===== src/rtl/vend_pkg.sv =====
// vend_pkg: shared types and constants for the vending controller.
// Holds the FSM state enum, BCD limit and the default price rule.
package vend_pkg;

  localparam int BCD_MAX = 9;

  typedef enum logic [3:0] {
    S_IDLE,
    S_RELOAD,
    S_DIG1,
    S_DIG2,
    S_CHECK,
    S_PAY,
    S_VEND,
    S_DOOR_WAIT,
    S_DOOR_HELD,
    S_INVALID,
    S_FAILED
  } vend_state_e;

  // Power-up price: one unit per group of four slots,
  // clipped to what COST can show.
  function automatic int price_default(
    input int i,
    input int cost_w
  );
    int p;
    int pmax;
    p    = i / 4 + 1;
    pmax = (1 << cost_w) - 1;
    return (p > pmax) ? pmax : p;
  endfunction

endpackage


===== src/rtl/vend_ctrl_multi_if.sv =====
// vend_ctrl_multi_if: keypad/card/door inputs and dispense/display outputs.
// master drives the machine inputs; slave is the controller side.
interface vend_ctrl_multi_if #(
  parameter int NUM_SLOTS = 20,
  parameter int COST_W    = 3,
  parameter int IDX_W     = $clog2(NUM_SLOTS)
);

  logic                 CARD_IN;
  logic                 KEY_PRESS;
  logic [3:0]           ITEM_CODE;
  logic                 VALID_TRAN;
  logic                 DOOR_OPEN;
  logic                 RELOAD;
  logic                 PRICE_WE;
  logic [IDX_W-1:0]     PRICE_ADDR;
  logic [COST_W-1:0]    PRICE_DATA;
  logic                 VEND;
  logic                 INVALID_SEL;
  logic                 FAILED_TRAN;
  logic [COST_W-1:0]    COST;
  logic                 BUSY;
  logic [NUM_SLOTS-1:0] SLOT_EMPTY;

  modport master (
    output CARD_IN, KEY_PRESS, ITEM_CODE,
    output VALID_TRAN, DOOR_OPEN, RELOAD,
    output PRICE_WE, PRICE_ADDR, PRICE_DATA,
    input  VEND, INVALID_SEL, FAILED_TRAN,
    input  COST, BUSY, SLOT_EMPTY
  );

  modport slave (
    input  CARD_IN, KEY_PRESS, ITEM_CODE,
    input  VALID_TRAN, DOOR_OPEN, RELOAD,
    input  PRICE_WE, PRICE_ADDR, PRICE_DATA,
    output VEND, INVALID_SEL, FAILED_TRAN,
    output COST, BUSY, SLOT_EMPTY
  );

endinterface


===== src/rtl/vend_timeout_ctr.sv =====
// vend_timeout_ctr: cycle counter shared by all timed FSM states.
// Ports: CLK, RESET, clr (state change), en (timed state), expired.
module vend_timeout_ctr
  import vend_pkg::*;
#(
  parameter int TIMEOUT = 5
) (
  input  logic CLK,
  input  logic RESET,
  input  logic clr,
  input  logic en,
  output logic expired
);

  localparam int CW = $clog2(TIMEOUT);

  logic [CW-1:0] cnt_q;

  // Held at zero outside timed states so every entry starts fresh.
  always_ff @(posedge CLK) begin
    if (RESET || clr || !en)
      cnt_q <= '0;
    else
      cnt_q <= cnt_q + CW'(1);
  end

  assign expired = en && (cnt_q == CW'(TIMEOUT - 1));

endmodule


===== src/rtl/vend_ctrl_multi.sv =====
// vend_ctrl_multi: card-paid vending controller with stock and prices.
// Ports: CLK, RESET (sync, high), bus (vend_ctrl_multi_if.slave).
module vend_ctrl_multi
  import vend_pkg::*;
#(
  parameter int NUM_SLOTS  = 20,
  parameter int STOCK_W    = 4,
  parameter int RELOAD_QTY = 10,
  parameter int COST_W     = 3,
  parameter int TIMEOUT    = 5,
  parameter int IDX_W      = $clog2(NUM_SLOTS)
) (
  input  logic CLK,
  input  logic RESET,
  vend_ctrl_multi_if.slave bus
);

  localparam int SMAX = (1 << STOCK_W) - 1;
  localparam logic [STOCK_W-1:0] RELOAD_V =
    (RELOAD_QTY > SMAX) ? STOCK_W'(SMAX)
                        : STOCK_W'(RELOAD_QTY);

  vend_state_e state_q, state_d;

  logic [STOCK_W-1:0] stock_q [NUM_SLOTS];
  logic [COST_W-1:0]  price_q [NUM_SLOTS];
  logic [COST_W-1:0]  cost_r;
  logic [3:0]         dig1_q, dig2_q;

  logic [7:0]         idx;
  logic               in_range;
  logic [IDX_W-1:0]   slot;
  logic               sel_ok;
  logic               timed;
  logic               tmo;

  // Two BCD digits form the slot number; worst case 15*10+15.
  assign idx = {4'd0, dig1_q} * 8'd10 + {4'd0, dig2_q};

  assign in_range = (dig1_q <= 4'(BCD_MAX))
                 && (dig2_q <= 4'(BCD_MAX))
                 && (idx < 8'(NUM_SLOTS));

  // Slot is only used once in_range holds; parked at 0 otherwise.
  assign slot = in_range ? idx[IDX_W-1:0] : '0;

  assign sel_ok = in_range && (stock_q[slot] != '0);

  assign timed = (state_q == S_DIG1)
              || (state_q == S_DIG2)
              || (state_q == S_PAY)
              || (state_q == S_DOOR_WAIT);

  vend_timeout_ctr #(
    .TIMEOUT (TIMEOUT)
  ) u_tmo (
    .CLK     (CLK),
    .RESET   (RESET),
    .clr     (state_d != state_q),
    .en      (timed),
    .expired (tmo)
  );

  always_ff @(posedge CLK) begin
    if (RESET)
      state_q <= S_IDLE;
    else
      state_q <= state_d;
  end

  // Card removal beats a key/payment; an event beats the timeout.
  always_comb begin
    state_d = state_q;
    unique case (state_q)
      S_IDLE: begin
        if (bus.RELOAD)
          state_d = S_RELOAD;
        else if (bus.CARD_IN)
          state_d = S_DIG1;
      end
      S_RELOAD:
        state_d = S_IDLE;
      S_DIG1: begin
        if (!bus.CARD_IN)
          state_d = S_IDLE;
        else if (bus.KEY_PRESS)
          state_d = S_DIG2;
        else if (tmo)
          state_d = S_INVALID;
      end
      S_DIG2: begin
        if (!bus.CARD_IN)
          state_d = S_IDLE;
        else if (bus.KEY_PRESS)
          state_d = S_CHECK;
        else if (tmo)
          state_d = S_INVALID;
      end
      S_CHECK:
        state_d = sel_ok ? S_PAY : S_INVALID;
      S_PAY: begin
        if (!bus.CARD_IN)
          state_d = S_IDLE;
        else if (bus.VALID_TRAN)
          state_d = S_VEND;
        else if (tmo)
          state_d = S_FAILED;
      end
      S_VEND:
        state_d = S_DOOR_WAIT;
      S_DOOR_WAIT: begin
        if (bus.DOOR_OPEN)
          state_d = S_DOOR_HELD;
        else if (tmo)
          state_d = S_IDLE;
      end
      S_DOOR_HELD: begin
        if (!bus.DOOR_OPEN)
          state_d = S_IDLE;
      end
      S_INVALID,
      S_FAILED:
        state_d = S_IDLE;
      default:
        state_d = S_IDLE;
    endcase
  end

  always_ff @(posedge CLK) begin
    if (RESET) begin
      dig1_q <= '0;
      dig2_q <= '0;
    end else begin
      if (state_q == S_DIG1 && bus.KEY_PRESS)
        dig1_q <= bus.ITEM_CODE;
      if (state_q == S_DIG2 && bus.KEY_PRESS)
        dig2_q <= bus.ITEM_CODE;
    end
  end

  // CHECK has already rejected empty slots, so no underflow.
  always_ff @(posedge CLK) begin
    if (RESET) begin
      for (int i = 0; i < NUM_SLOTS; i++)
        stock_q[i] <= '0;
    end else if (state_q == S_RELOAD) begin
      for (int i = 0; i < NUM_SLOTS; i++)
        stock_q[i] <= RELOAD_V;
    end else if (state_q == S_VEND) begin
      stock_q[slot] <= stock_q[slot] - STOCK_W'(1);
    end
  end

  // Writes to addresses past the last slot are dropped.
  always_ff @(posedge CLK) begin
    if (RESET) begin
      for (int i = 0; i < NUM_SLOTS; i++)
        price_q[i] <= COST_W'(price_default(i, COST_W));
    end else if (bus.PRICE_WE
              && (32'(bus.PRICE_ADDR) < NUM_SLOTS)) begin
      price_q[bus.PRICE_ADDR] <= bus.PRICE_DATA;
    end
  end

  // Price is frozen at CHECK; later writes wait for the next sale.
  always_ff @(posedge CLK) begin
    if (RESET)
      cost_r <= '0;
    else if (state_q == S_CHECK && sel_ok)
      cost_r <= price_q[slot];
  end

  assign bus.VEND        = (state_q == S_VEND);
  assign bus.INVALID_SEL = (state_q == S_INVALID);
  assign bus.FAILED_TRAN = (state_q == S_FAILED);
  assign bus.BUSY        = (state_q != S_IDLE);
  assign bus.COST        = (state_q == S_PAY) ? cost_r : '0;

  always_comb begin
    bus.SLOT_EMPTY = '0;
    for (int i = 0; i < NUM_SLOTS; i++)
      bus.SLOT_EMPTY[i] = (stock_q[i] == '0);
  end

endmodule


===== src/flat_wrapper.sv =====
// flat-port wrapper written by rule: the top's interface ports become plain ports
module vend_ctrl_multi_flat import vend_pkg::*;
#(
  parameter int NUM_SLOTS  = 20,
  parameter int STOCK_W    = 4,
  parameter int RELOAD_QTY = 10,
  parameter int COST_W     = 3,
  parameter int TIMEOUT    = 5,
  parameter int IDX_W      = $clog2(NUM_SLOTS)
)
  (CLK, RESET, bus_CARD_IN, bus_KEY_PRESS, bus_ITEM_CODE, bus_VALID_TRAN, bus_DOOR_OPEN, bus_RELOAD, bus_PRICE_WE, bus_PRICE_ADDR, bus_PRICE_DATA, bus_VEND, bus_INVALID_SEL, bus_FAILED_TRAN, bus_COST, bus_BUSY, bus_SLOT_EMPTY);
  vend_ctrl_multi_if #(.NUM_SLOTS(NUM_SLOTS), .COST_W(COST_W), .IDX_W(IDX_W)) bus_i ();
  input  logic CLK;
  input  logic RESET;
  input wire logic [$bits(bus_i.CARD_IN)-1:0] bus_CARD_IN;
  input wire logic [$bits(bus_i.KEY_PRESS)-1:0] bus_KEY_PRESS;
  input wire logic [$bits(bus_i.ITEM_CODE)-1:0] bus_ITEM_CODE;
  input wire logic [$bits(bus_i.VALID_TRAN)-1:0] bus_VALID_TRAN;
  input wire logic [$bits(bus_i.DOOR_OPEN)-1:0] bus_DOOR_OPEN;
  input wire logic [$bits(bus_i.RELOAD)-1:0] bus_RELOAD;
  input wire logic [$bits(bus_i.PRICE_WE)-1:0] bus_PRICE_WE;
  input wire logic [$bits(bus_i.PRICE_ADDR)-1:0] bus_PRICE_ADDR;
  input wire logic [$bits(bus_i.PRICE_DATA)-1:0] bus_PRICE_DATA;
  output wire logic [$bits(bus_i.VEND)-1:0] bus_VEND;
  output wire logic [$bits(bus_i.INVALID_SEL)-1:0] bus_INVALID_SEL;
  output wire logic [$bits(bus_i.FAILED_TRAN)-1:0] bus_FAILED_TRAN;
  output wire logic [$bits(bus_i.COST)-1:0] bus_COST;
  output wire logic [$bits(bus_i.BUSY)-1:0] bus_BUSY;
  output wire logic [$bits(bus_i.SLOT_EMPTY)-1:0] bus_SLOT_EMPTY;
  assign bus_i.CARD_IN = bus_CARD_IN;
  assign bus_i.KEY_PRESS = bus_KEY_PRESS;
  assign bus_i.ITEM_CODE = bus_ITEM_CODE;
  assign bus_i.VALID_TRAN = bus_VALID_TRAN;
  assign bus_i.DOOR_OPEN = bus_DOOR_OPEN;
  assign bus_i.RELOAD = bus_RELOAD;
  assign bus_i.PRICE_WE = bus_PRICE_WE;
  assign bus_i.PRICE_ADDR = bus_PRICE_ADDR;
  assign bus_i.PRICE_DATA = bus_PRICE_DATA;
  assign bus_VEND = bus_i.VEND;
  assign bus_INVALID_SEL = bus_i.INVALID_SEL;
  assign bus_FAILED_TRAN = bus_i.FAILED_TRAN;
  assign bus_COST = bus_i.COST;
  assign bus_BUSY = bus_i.BUSY;
  assign bus_SLOT_EMPTY = bus_i.SLOT_EMPTY;
  vend_ctrl_multi #(.NUM_SLOTS(NUM_SLOTS), .STOCK_W(STOCK_W), .RELOAD_QTY(RELOAD_QTY), .COST_W(COST_W), .TIMEOUT(TIMEOUT), .IDX_W(IDX_W)) u_core (.CLK(CLK), .RESET(RESET), .bus(bus_i));
endmodule

===== config.mk =====
export PLATFORM = sky130hd
export DESIGN_NAME = vend_ctrl_multi_flat
export DESIGN_NICKNAME = d
export VERILOG_FILES = /design/src/rtl/vend_pkg.sv /design/src/rtl/vend_ctrl_multi_if.sv /design/src/rtl/vend_timeout_ctr.sv /design/src/rtl/vend_ctrl_multi.sv /design/src/flat_wrapper.sv
export SDC_FILE = /design/constraint.sdc
export NUM_CORES = 1
export LEC_CHECK = 0
export BUFFER_PORTS_ARGS = -buffer_cell sky130_fd_sc_hd__buf_2
export CORE_MARGIN = 2
export CORE_UTILIZATION = 25
export DETAILED_ROUTE_END_ITERATION = 7
export GPL_TIMING_DRIVEN = 0
export PLACE_DENSITY_LB_ADDON = 0.1
export RECOVER_POWER = 50
export SLEW_MARGIN = 10
export SYNTH_ARGS = -nofsm -noshare
export SYNTH_HDL_FRONTEND = slang
export SYNTH_SLANG_ARGS = --single-unit

===== constraint.sdc =====
create_clock -name CLK -period 7.8 [get_ports CLK]
set_input_delay 0 -clock CLK [delete_from_list [all_inputs] [get_ports CLK]]
set_output_delay 0 -clock CLK [all_outputs]
set_load 0.02 [all_outputs]

==> results of run 1 <==
[sequential cells by signal (all words and copies together), names as in the netlist]
name                count
u_core.cost_r           3
u_core.dig1_q           4
u_core.dig2_q           4
u_core.price_q         60
u_core.state_q          4
u_core.stock_q         80
u_core.u_tmo.cnt_q      3
[Yosys cell counts, types with 3 or more instances]
| master | n |
|---|---|
| inv_1 | 14 |
| o211ai_1 | 3 |
| clkbuf_8 | 6 |
| dfxtp_1 | 18 |
| nand4_1 | 4 |
| and3_2 | 4 |
| a21oi_1 | 21 |
| o21a_1 | 3 |
| or2_2 | 9 |
| nor2_1 | 87 |
| clkbuf_1 | 32 |
| nor4b_1 | 3 |
| nand3b_1 | 3 |
| o22ai_1 | 5 |
| xnor2_1 | 3 |
| nor2b_1 | 4 |
| nor3_1 | 26 |
| nor4_1 | 29 |
| o21ai_0 | 36 |
| a211oi_1 | 3 |
| ha_1 | 10 |
| nand2_1 | 102 |
| o31ai_1 | 12 |
| buf_6 | 6 |
| or3_1 | 12 |
| a31oi_1 | 4 |
| mux2i_1 | 10 |
| and2_1 | 10 |
| o221ai_1 | 3 |
| mux2_2 | 6 |
| o211a_1 | 3 |
| edfxtp_1 | 140 |
| mux4_2 | 25 |
| nand3_1 | 16 |
| o31ai_2 | 8 |
| and3_1 | 7 |
| nand2b_1 | 6 |
[worst min path at each step]
stage               cells past startpoint  slack, ns                   end
CTS                                     3    0.00003  u_core.price_q[9][0]
global placement                        3       0.26      u_core.dig2_q[1]
detailed placement                      3       0.26      u_core.dig2_q[3]
global route                            3       0.05  u_core.price_q[9][1]
floorplan                               2       0.14      u_core.dig1_q[0]
finish                                  3       0.01  u_core.price_q[9][0]
[stage by stage]
| step | util (%) | setup WS [ns] | hold slack, ns | instance area, um2 | total power, mW |
|---|---|---|---|---|---|
| 2_1_floorplan | - | 3.93 | 0.136 | 8580 | 1.22 |
| 3_3_place_gp | 27.8 | 2.04 | 0.256 | 9370 | 1.36 |
| 3_5_place_dp | 27.8 | 2.18 | 0.257 | 9370 | 1.36 |
| 4_1_cts | 29.8 | 2.14 | 0.0000270 | 10100 | 2.19 |
| 5_1_grt | 29.7 | 1.89 | 0.0485 | 10000 | 2.25 |
| 6_report | 29.7 | 2.17 | 0.0121 | 10000 | 2.17 |
[critical path: cells and delay by family, from the launching register on]
| kind | cells | cell delay [ns] |
|---|---|---|
| XOR/XNOR | 1 | 0.27 |
| flip-flops | 1 | 0.34 |
| AO/OA/AOI/OAI | 1 | 0.59 |
| buffers and inverters | 4 | 1.88 |
| AND/OR/NAND/NOR | 4 | 0.67 |
| adder cells (fa/ha/maj) | 3 | 1.24 |
| multiplexers | 1 | 0.35 |
[report_power, final]
group | internal, mW | total (mW) | switching [mW]
combinational | 0.0962 | 0.325 | 0.229
sequential | 0.983 | 1.01 | 0.0306
clock | 0.470 | 0.833 | 0.363
[per-layer routing]
layer | global-route usage (%) | vias up | part of all wire (%)
li1 | - | 3021 | -
met1 | 22.3 | 3209 | 47
met2 | 25.5 | 147 | 47
met3 | 2.80 | 27 | 4.1
met4 | 4.23 | 0 | 1.6
met5 | 0 | - | 0
[layout make-up]
type	count	area, um2	area share (%)
multi-input combinational	531	3640	36.3
timing repair buffer	57	307	3.06
tap	448	561	5.60
sequential	158	4560	45.6
clock inverter	14	144	1.44
buffer	50	308	3.08
clock buffer	17	425	4.25
inverter	16	60.1	0.600
[cell usage in the layout (no fill, tap or decap), drive strengths merged, types with 4 or more instances in the layout]
cell type	count
edfxtp	140
dfxtp	18
and2	12
clkinv	9
o21ai	38
dlygate4sd3	12
nor4	29
buf	23
a21oi	22
a31oi	4
clkbuf	89
mux2	6
mux4	27
o211ai	4
nand2b	6
nand2	102
and3	13
nor2	88
or3	12
o22ai	5
ha	10
o31ai	21
nor3	27
nand4	5
nor2b	4
or2	10
mux2i	10
inv	17
nand3	16
[logic make-up after synthesis]
family                     count (synthesis)
AOI/OAI and AO/OA                        137
xor gates and xnor gates                   5
adders and majority gates                 12
buffers and inverters                     66
DFF                                      158
muxes                                     43
and+or+nand+nor                          334
==> results.md, run 1 <==
* Worst endpoint data arrival time at 5.78 ns
* Crit path top cell by count: clkbuf_1
* Die ar. at 0.0358 mm2
* Final-layout setup total negative slack at 0 ns
* Number of warnings printed during yosys synthesis at 0
* Netlist Area Pre-Place at 0.00858 mm2
* Synthesized area per cell at 11.4 um2
* TritonCTS buffer count at 17
* Max Fanout on Critical Path at 10
* Fraction of layout cells with a size suffix above 1 at 14.7%
* Startpoint of the most critical hold path: bus_PRICE_ADDR[2]
* Clock network latency to the later pin of the worst-skew pair at 0.43 ns
* Chain of cells forming the critical path: ha_1 -> fa_1 -> clkbuf_1 -> mux4_2 -> nand2_1 -> a311oi_1 -> nand3_1 -> nand2_1 -> clkbuf_1 -> inv_1 -> ha_1 -> xnor2_1 -> clkbuf_1 -> nor2_1
* Initial standard-cell utilization of the core at 25.5%
* DR iter-0 viols at 399
* Count of cells resized by post-cts repair at 0
* Startpoint kind of the worst setup timing path: flop
* Time the final worst path needs with I/O delays and setup at 5.63 ns
* Via count of the first global-routing pass at 6437
* CTS tree: yes
* Critical-path cell with the highest stage delay: fa_1
* Clock Tree Buf Depth at 2
* Worst Hold Class: in -> reg
* Critical path capture point: u_core.stock_q[11][2]
* Relative max-transition margin at 10.4%
* Net count reported at finish at 863
* Maximum number of pins on one net before global-route repair at 17
* Hold bufs inserted after CTS at 12
* Worst r2r path cells at 14
* Yosys top cell area share at 49.0%
* Area growth, synth to finish at 16.6%
* Filler cell count in the final layout at 3584
* Sequential area share after synthesis at 53.2%
* Power Dens Cells at 217 mW/mm2
* Nets in the synthesized netlist at 787
* Non-Filler Instances at 1291
* Worst setup path startpoint: u_core.dig2_q[1]
* # port buffers at 45
* Status: complete, no violations
* Global-route wire length before repair at 41.9 mm
* Combinational family with the most area after synthesis: simple AND/OR/NAND/NOR gates
* Compound-gate portion of the synthesized area at 12.0%
* Top FF cell, synth: edfxtp_1
* Leak at 3.43 nW
* Clock-pin slew on the worst setup and hold paths at 0.07 ns
* Crit path required time at 7.95 ns
* Worst setup slack for register-to-register paths at 2.17 ns
* # rows at 67
* Remaining antenna violation count after routing at 0
* Area fraction in and, or, nand and nor cells after synthesis at 18.8%
* Post-synthesis sequential element count at 158
* Max frequency at 177 MHz
* Tightest Pin Transition at 1.33 ns
* Antenna violations before repair at 0
* Post-DP HPWL at 20.3 mm
* Placeable core region at 0.0337 mm2
* Fraction of synthesis flops using an asynchronous set or reset pin at 0%
* Via count at 6404
* Antenna fix cells at 0
* Wire per inst at 21.6 um
* Max Cap Violations at 0
* Number of distinct library cell variants in the gate-level netlist after synthesis at 83
* # H-tree levels at 4
* Max-slew violation count at 0
* Clock net sink count at 158
* Maximum clock skew at final layout at 0.0117 ns
* Delay contributed by the slowest stage of the critical path at 0.75 ns
* Total wire length after detailed routing at 28.0 mm
* GRT Util Overall at 16.0%
* Start-to-end type of the worst setup path: reg -> reg
* Number of flops mapped to enable cells by yosys at 140
* Xor/xnor share of the synthesized area at 0.510%
* Share of the clock period used by the worst path after layout at 72.2%
* Worst reg2reg endpoint: u_core.stock_q[11][2]
* I/O pin total at 47
* Cell count after synthesis at 755
* Unrepaired setup endpoints after global routing: no
* Clock root buffer: clkbuf_16
* Setup-violating endpoint count in the final report at 0
* Synth top area cells: edfxtp_1 (49%), mux4_2 (6.6%), nand2_1 (4.5%), dfxtp_1 (4.2%), nor2_1 (3.8%)
* Drt first pass iters at 5
* Die Wd at 189 um
* Maximum vdd ir drop at 0.000141 V
* Die height at 189 um
* Post-CTS Setup Bufs at 0
* Critical R2R Launch: u_core.dig2_q[1]
* Hold violation total from the final report at 0
* Vias per cell at 4.96
* Multiplexer share of the synthesized area at 9.13%
* Biggest area consumer among synthesized cells: edfxtp_1
* Remaining global-route overflow at 0
* Number of placed instances with taps included at 1248
* Synthesized-area fraction occupied by adder cells at 1.93%
* Kind of capture point of the worst setup path: flop
* # DRC at 0
* Routability cong. at 0.775
(Power assumes the default switching activity.)
==> run 2: changes to the inputs <==
Clock period 7.8 ns to 4.65 ns, I/O delays scaled along.
==> run 2 against run 1 <==
Compared with the run above:
- non-clock buffer count up 1
- first-iteration DRC count grew 12%
- largest power group unchanged
- critical path type unchanged
- sequential cell count did not move
- highest routed layer unchanged
- register-to-register slack worse by 1.9 ns
==> results.md, run 2 (same netlist as run 1, synthesis figures left out) <==
* GRT Util Overall at 15.9% (about the same)
* Top flop regs: u_core.stock_q (80), u_core.price_q (60)
* Via count of the first global-routing pass at 6437 (unchanged)
* Start-to-end type of the worst setup path: reg -> reg
* CP top delay family: simple AND/OR/NAND/NOR gates
* Post-route standard cell area excluding fillers at 0.0101 mm2 (+0.49%)
* Largest register FFs at 80 (unchanged)
* Routability cong. at 0.775 (unchanged)
* Antenna violations before repair at 0 (unchanged)
* Die ar. at 0.0358 mm2 (unchanged)
* Relative max-transition margin at 16.0% (+5.6 points)
* Maximum clock skew at final layout at 0.0125 ns (+0.000783 ns)
* Vias per cell at 4.96 (about the same)
* Startpoint kind of the worst setup timing path: flop
* Crit path required time at 4.77 ns (-3.18 ns)
* Share of the clock period used by the worst path after layout at 95.3% (+23 points)
* # rows at 67 (unchanged)
* Worst reg2reg endpoint: u_core.stock_q[13][2]
* Tightest Pin Transition at 1.24 ns (-0.0823 ns)
* Most flop-heavy register: u_core.stock_q
* TritonCTS buffer count at 17 (unchanged)
* Overall power consumption at 3.65 mW (+68%)
* Antenna fix cells at 0 (unchanged)
* Instance count along the most critical hold path at 3 (unchanged)
* Sw power at 1.04 mW (+67%)
* Kind of capture point of the worst setup path: flop
* Total wire length after detailed routing at 28.0 mm (about the same)
* Via count at 6413 (+0.14%)
* Area growth, synth to finish at 17.2%
* Remaining antenna violation count after routing at 0 (unchanged)
* Chain of cells forming the critical path: ha_1 -> ha_1 -> buf_6 -> a21oi_1 -> a21boi_1 -> a221o_1 -> a221o_1 -> buf_4 -> nor4b_1 -> nand2_1 -> nand2_1
* Final hold slack at 0.0125 ns (+0.000379 ns)
* Drt first pass iters at 7 (+2)
* Max-slew violation count at 0 (unchanged)
* Net count reported at finish at 864 (+0.12%)
* Met3 wire length at 1.19 mm (+4.8%)
* Worst setup slack for register-to-register paths at 0.22 ns (-1.95 ns)
* Leak at 3.46 nW (+1.0%)
* DR iter-0 viols at 448 (+12%)
* Fraction of layout cells with a size suffix above 1 at 16.2% (+1.5 points)
* CTS tree: yes
* Critical-path cell with the highest stage delay: nor4b_1
* Startpoint of the most critical hold path: bus_PRICE_ADDR[2]
* Maximum vdd ir drop at 0.000238 V (+68%)
* Worst endpoint data arrival time at 4.55 ns (-1.23 ns)
* Status: complete, no violations
* Post-DP HPWL at 20.3 mm (unchanged)
* Placeable core region at 0.0337 mm2 (unchanged)
* Clock Tree Buf Depth at 2 (unchanged)
* Leading cell types in the layout, fill and taps excluded: edfxtp_1 (140), nand2_1 (102), nor2_1 (87)
* Net Sw Frac at 28.5% (-0.12 points)
* Detailed-routed wire length on met2 at 13.0 mm (-0.96%)
* Clock root buffer: clkbuf_16
* Uppermost metal layer occupied by signal nets: met4
* Cell depth of the worst setup path at 11 (-3)
* Placement-stage cell area at 0.00937 mm2 (unchanged)
* Most common cell after layout, fill and taps aside: edfxtp_1
* Wire per inst at 21.6 um (about the same)
* Final-layout setup total negative slack at 0 ns (unchanged)
* Die Wd at 189 um (unchanged)
* # H-tree levels at 4 (unchanged)
* Clock share of power at 38.3% (about the same)
* Clock network latency to the later pin of the worst-skew pair at 0.43 ns (about the same)
* Clock-pin slew on the worst setup and hold paths at 0.07 ns (about the same)
* Sequential share of power at 46.6% (about the same)
* Delay contributed by the slowest stage of the critical path at 1.01 ns (+0.26 ns)
* Sink of the worst hold path: u_core.price_q[9][0]
* Worst Hold Class: in -> reg
* Number of placed instances with taps included at 1248 (unchanged)
* Power Dens Cells at 363 mW/mm2 (+67%)
* Maximum number of pins on one net before global-route repair at 17 (unchanged)
* Worst r2r path cells at 11 (-3)
* Detailed-routing wirelength on met1 at 13.3 mm (+0.54%)
* Remaining global-route overflow at 0 (unchanged)
* Max Cap Violations at 0 (unchanged)
* Relative contribution of combinational cells to total power at 15.1% (about the same)
* Clock net sink count at 158 (unchanged)
* Global-route wire length before repair at 41.9 mm (about the same)
* Setup-violating endpoint count in the final report at 0 (unchanged)
* I/O pin total at 47 (unchanged)
* # DRC at 0 (unchanged)
* Non-Filler Instances at 1292 (+0.077%)
* Critical R2R Launch: u_core.dig1_q[2]
* Worst path buffer plus inverter count at 2 (-2)
* # port buffers at 45 (unchanged)
* Hold violation total from the final report at 0 (unchanged)
* Time the final worst path needs with I/O delays and setup at 4.43 ns (-1.20 ns)
* Unrepaired setup endpoints after global routing: no
* Filler cell count in the final layout at 3582 (-0.056%)
* Die height at 189 um (unchanged)
* Internal power summed over all cells at 2.61 mW (+68%)
* Max frequency at 226 MHz (+27%)
* Max Fanout on Critical Path at 9 (-1)
* Initial standard-cell utilization of the core at 25.5% (unchanged)
==> run 2: power by group through the flow <==
stage / Combinational, mW / Clock [mW] / Sequential [mW]
global route: 0.596 / 1.48 / 1.71
global placement: 0.551 / 0 / 1.73
finish: 0.551 / 1.40 / 1.70
floorplan: 0.344 / 0 / 1.70
detailed placement: 0.546 / 0 / 1.73
CTS: 0.562 / 1.42 / 1.70
==> run 2: what timing repair did <==
item,CTS,global route
pin swaps,0,1
buffers inserted,0,1
hold endpoints to repair,24,0
gates cloned,0,0
hold buffers,12,0
gates resized for setup,9,3
endpoints found under the setup margin,49,29
==> run 2: worst min-delay path, cell delays in order <==
cell and delay [ns]:
buf_2 0.13, nor3b_1 0.11, nand3_1 0.10
==> run 2: final cells by class <==
cell class	count	area (um2)	area share [%]
tap	448	561	5.58
timing repair buffer	58	314	3.12
clock buffer	17	425	4.23
multi-input combinational	531	3660	36.4
inverter	16	60.1	0.597
sequential	158	4560	45.4
clock inverter	14	144	1.43
buffer	50	329	3.27
==> run 2: worst max-delay path by stage <==
stage                                start                     to  slack, ns
after floorplan           u_core.dig2_q[1]  u_core.stock_q[10][2]       0.78
after global placement    u_core.dig2_q[1]  u_core.stock_q[18][2]      -1.11
after detailed placement  u_core.dig2_q[1]  u_core.stock_q[11][2]      -0.97
after CTS                 u_core.dig2_q[1]   u_core.stock_q[6][2]       0.03
after global routing      u_core.dig1_q[2]  u_core.stock_q[13][2]      0.008
final                     u_core.dig1_q[2]  u_core.stock_q[13][2]       0.22
==> run 2: metrics by stage <==
| step | setup slack, ns | util [%] |
|---|---|---|
| detailed placement | -0.966 | 27.8 |
| global placement | -1.11 | 27.8 |
| global route | 0.00795 | 29.8 |
| finish | 0.220 | 29.8 |
| CTS | 0.0302 | 29.9 |
| floorplan | 0.779 | - |
==> run 2: metal layers <==
layer,track usage (%),vias to the layer above
met2,25.5,168
met4,4.23,0
li1,-,3024
met3,2.80,26
met5,0,-
met1,22.3,3195
